$ cat config.mk
export PLATFORM = sky130hd
export DESIGN_NAME = r_channel
export DESIGN_NICKNAME = d
export VERILOG_FILES = /design/src/rtl/r_channel.sv
export SDC_FILE = /design/constraint.sdc
export NUM_CORES = 1
export LEC_CHECK = 0
export ABC_CLOCK_PERIOD_IN_PS = 5200
export BUFFER_PORTS_ARGS = -buffer_cell sky130_fd_sc_hd__buf_4
export CAP_MARGIN = 10
export CORE_UTILIZATION = 40
export DETAILED_ROUTE_END_ITERATION = 8
export MAX_ROUTING_LAYER = met4
export PLACE_DENSITY_LB_ADDON = 0.3
export SLEW_MARGIN = 25
export SYNTH_ARGS = -nofsm -noshare
export SYNTH_HDL_FRONTEND = slang
export SYNTH_SLANG_ARGS = --single-unit
export TNS_END_PERCENT = 1
$ cat constraint.sdc
create_clock -name clk -period 5.2 [get_ports clk]
set_clock_uncertainty 0.1 [all_clocks]
set_input_delay 1.3 -clock clk [delete_from_list [all_inputs] [get_ports clk]]
set_output_delay 1.3 -clock clk [all_outputs]
set_load 0.05 [all_outputs]
$ cat src/rtl/r_channel.sv
// ============================================================================
// r_channel : AXI4-Lite slave read-data channel (decode, memory read, timeout)
// Revision  : 1.0
// ============================================================================
`default_nettype none

module r_channel #(
   parameter int DATA_WIDTH = 32,
   parameter int ADDR_WIDTH = 32,
   parameter int ADDR_LIMIT = 1024,
   parameter int TIMEOUT    = 16
) (
   input  logic                  clk,
   input  logic                  resetn,
   input  logic                  ADDRREADY,
   input  logic [ADDR_WIDTH-1:0] RADDRIN,
   output logic                  MEMRDEN,
   output logic [ADDR_WIDTH-1:0] MEMRADDR,
   input  logic                  MEMRVALID,
   input  logic [DATA_WIDTH-1:0] MEMRDATA,
   input  logic                  MEMRERR,
   output logic                  RVALID,
   output logic [DATA_WIDTH-1:0] RDATA,
   output logic [1:0]            RRESP,
   input  logic                  RREADY,
   output logic                  DATADONE
);

   localparam int                    CNT_W    = $clog2(TIMEOUT);
   localparam logic [CNT_W-1:0]      CNT_LAST = CNT_W'(TIMEOUT - 1);
   localparam logic [ADDR_WIDTH-1:0] LIMIT    = ADDR_WIDTH'(ADDR_LIMIT);
   localparam logic [1:0]            OKAY     = 2'b00;
   localparam logic [1:0]            SLVERR   = 2'b10;
   localparam logic [1:0]            DECERR   = 2'b11;

   typedef enum logic [1:0] {
      IDLE = 2'd0,
      READ = 2'd1,
      WAIT = 2'd2,
      RESP = 2'd3
   } state_t;

   state_t                  state, state_n;
   logic [CNT_W-1:0]        cnt, cnt_n;
   logic                    memrden_n;
   logic [ADDR_WIDTH-1:0]   memraddr_n;
   logic                    rvalid_n;
   logic [DATA_WIDTH-1:0]   rdata_n;
   logic [1:0]              rresp_n;
   logic                    datadone_n;

   always_ff @(posedge clk or negedge resetn) begin
      if (!resetn) begin
         state    <= IDLE;
         cnt      <= '0;
         MEMRDEN  <= 1'b0;
         MEMRADDR <= '0;
         RVALID   <= 1'b0;
         RDATA    <= '0;
         RRESP    <= OKAY;
         DATADONE <= 1'b0;
      end else begin
         state    <= state_n;
         cnt      <= cnt_n;
         MEMRDEN  <= memrden_n;
         MEMRADDR <= memraddr_n;
         RVALID   <= rvalid_n;
         RDATA    <= rdata_n;
         RRESP    <= rresp_n;
         DATADONE <= datadone_n;
      end
   end

   // Next-state logic computes the next value of every registered output.
   always_comb begin
      state_n    = state;
      cnt_n      = cnt;
      memrden_n  = 1'b0;
      memraddr_n = MEMRADDR;
      rvalid_n   = RVALID;
      rdata_n    = RDATA;
      rresp_n    = RRESP;
      datadone_n = 1'b0;
      case (state)
         IDLE: begin
            if (ADDRREADY) begin
               if (RADDRIN < LIMIT) begin
                  memraddr_n = RADDRIN;
                  memrden_n  = 1'b1;
                  state_n    = READ;
               end else begin
                  rdata_n  = '0;
                  rresp_n  = DECERR;
                  rvalid_n = 1'b1;
                  state_n  = RESP;
               end
            end
         end
         READ: begin
            cnt_n   = '0;
            state_n = WAIT;
         end
         WAIT: begin
            if (MEMRVALID) begin
               rdata_n  = MEMRDATA;
               rresp_n  = MEMRERR ? SLVERR : OKAY;
               rvalid_n = 1'b1;
               state_n  = RESP;
            end else if (cnt == CNT_LAST) begin
               rdata_n  = '0;
               rresp_n  = SLVERR;
               rvalid_n = 1'b1;
               state_n  = RESP;
            end else begin
               cnt_n = cnt + CNT_W'(1);
            end
         end
         RESP: begin
            if (RREADY) begin
               rvalid_n   = 1'b0;
               datadone_n = 1'b1;
               state_n    = IDLE;
            end
         end
         default: state_n = IDLE;
      endcase
   end

endmodule

`default_nettype wire
==> results.py <==
metrics = {
    "cells_and_area": {
        "drive_above_1_share_pct": 50.13,
        "final_common_cell": "buf_4",
        "layout.nets": 456,
        "syn_to_final_growth_pct": 40.98,
        "final_cell_mix": "buf_4, dfrtp_1, and3_1",
        "fillCellCount": 657,
        "multiInputGateArea_um2": 1319,
        "n_antenna_cell": 0,
        "register_area_um2": 1877,
    },
    "detailed_routing": {
        "via_per_inst": 4.778,
        "antenna_left": 0,
        "drtIter0Drc": 67,
        "vias": 2327,
        "firstDrtPassIters": 4,
        "drc_errors": 0,
        "drt_wl_total_mm": 7.046,
        "routedWlPerCell_um": 14.47,
    },
    "die": {
        "die_area_um2": 8642,
        "start_util_pct": 42.17,
        "die_w_um": 92.96,
        "ios": 139,
        "num_rows": 32,
        "coreArea_um2": 7848,
        "die_y_um": 92.96,
    },
    "sta": {
        "slew_headroom_pct": 61.01,
        "drv_slew": 0,
        "fin_crit_ns": 3.094,
        "hold_violations": 0,
        "tightest_slew_ns": 0.5849,
        "fmax_mhz": 323.3,
        "period_share_pct": 59.49,
        "setup_violations": 0,
        "rsz0062_at_grt": "no",
        "tns_ns": 0,
    },
    "placed_design": {
        "portBuffers": 138,
        "dp_hpwl_mm": 4.993,
        "gp_congestion": 0.7147,
    },
    "run_status": {
        "status": "complete, no violations",
    },
    "clock_network": {
        "cts_tree": "yes",
        "postCtsResizedCells": 0,
        "clock_sink_count": 75,
        "cts_inserted_buffers": 9,
        "ctsHoldBuffers": 0,
        "postCtsSetupBuffers": 0,
        "insertion_delay_ns": 0.34,
        "clk_path_buf_depth": 2,
        "cts_root_buf": "clkbuf_8",
        "h-tree-depth": 3,
        "clkTransAtPathRegs_ns": 0.08,
    },
    "power": {
        "ir_worst_vdd_mv": 0.2546,
        "power.leakage_uw": 0.002623,
        "power.density_nw_per_um2": 532.2,
        "total_power_uw": 2483,
    },
    "critical_path": {
        "cp-end-kind": "flop",
        "cp-start-kind": "input port",
        "path_class": "in -> reg",
        "required_ns": 5.33,
        "critPathMaxFanout": 34,
        "critPathArrivalTime_ns": 3.22,
    },
    "synth": {
        "synth.top_cell.area_share_pct": 56.71,
        "synth_seq_cells": 75,
        "yosys_warnings": 0,
        "synthesis.nets": 317,
        "syn_inst": 242,
        "synth_area_leaders": "dfrtp_1, mux2_4, and3_1, mux2_1, nor2b_1",
        "synth_cell_types": 37,
        "syn_avg_cell_area_um2": 13.68,
        "synth_seq_area_share_pct": 56.71,
        "syn-cell-area_um2": 3309,
        "synth_top_area_cell": "dfrtp_1",
    },
    "global_route": {
        "antenna_found_initial": 0,
        "grt_overflow": 0,
        "grt_max_degree": 76,
        "grt_first_pass_wirelength_mm": 11.09,
        "grt_pass1_vias": 2250,
        "grt_use_total_pct": 17.45,
    },
    "hold_path": {
        "hold_class": "reg -> reg",
    },
    "job": {
        "cap_violations": 0,
    },
}
-- through the flow --
step / hold slack [ns] / setup WS (ns) / cell area [um^2] / utilization [%] / instances
final: 0.3871 / 2.106 / 4666 / 59.45 / 487
after global routing: 0.4096 / 2.021 / 4666 / 59.45 / 487
after CTS: 0.3936 / 1.899 / 4601 / 58.63 / 484
after detailed placement: 0.3782 / 1.527 / 4394 / 55.99 / 469
after global placement: 0.3706 / 1.570 / 4394 / 55.99 / 469
after floorplan: 0.3642 / 2.360 / 3309 / - / 242
-- worst max-delay path, stage by stage --
cell and delay, ns:
buf_4 0.25, nand2b_2 0.20, or2_1 0.27, o2111a_2 0.59
buf_12 0.26, mux2_1 0.34
-- power breakdown --
part / internal [uW] / switching, uW
clock network: 267 / 204
registers: 715 / 85.3
logic: 478 / 733
-- sequential cells by signal, indices dropped and copies added, names as in the netlist --
name and flops:
DATADONE 1, MEMRADDR 32, MEMRDEN 1, RDATA 32, RRESP 2, RVALID 1
cnt 4, state 2
-- Yosys cell counts (all sizes together) --
master,number
o21ai,2
nand2b,3
nand3,3
and3,33
o211a,1
inv,8
o2111a,2
or3b,1
a21oi,2
and2,1
o2111ai,1
nand4,1
nor2b,22
or2,2
nand2,5
mux2i,2
dfrtp,75
xnor2,1
nor4b,1
o32a,1
nor2,4
nor3,3
o31ai,1
o221ai,1
nor4,4
clkbuf,8
a22oi,1
ha,5
buf,6
mux2,42
-- metal layers --
layer / GRT usage (%) / vias to the layer above / share of wire (%)
li1: - / 1123 / -
met1: 21.45 / 1127 / 43
met2: 27.51 / 65 / 50
met3: 3.284 / 12 / 4.6
met4: 8.846 / 0 / 1.9
met5: - / - / 0
-- final timing paths --
kind | startpoint | endpoint | slack [ns] | depth (start not counted)
worst max-delay path | MEMRVALID | RDATA[2] | 2.11 | 6
worst min register to register | MEMRADDR[5] | MEMRADDR[5] | 0.39 | 1
min in group asynchronous | resetn | RDATA[8] | 0.77 | 1
max in group asynchronous | resetn | MEMRADDR[5] | 3.67 | 2
worst max register to register | state[0] | RDATA[2] | 2.43 | 7
worst min-delay path | MEMRADDR[5] | MEMRADDR[5] | 0.39 | 1
-- cell type report --
type	instances	area share (%)
Clock inverter	5	1.689
Timing Repair Buffer	142	23.71
Clock buffer	10	2.735
Tap cell	102	2.735
Sequential cell	75	40.23
Multi-Input combinational cell	145	28.26
Inverter	8	0.6436
-- cell families (layout without fill, tap and decap cells) --
kind of cell	count (synthesis)	count (layout)	synth area share (%)
and+or+nand+nor	83	83	16.45
DFF	75	75	56.71
muxes	44	44	18.07
buffers and inverters	22	165	3.743
AOI/OAI and AO/OA	12	12	2.874
adders and majority gates	5	5	1.890
xor gates and xnor gates	1	1	0.2647
No activity file was read; power rests on OpenSTA's default activity.
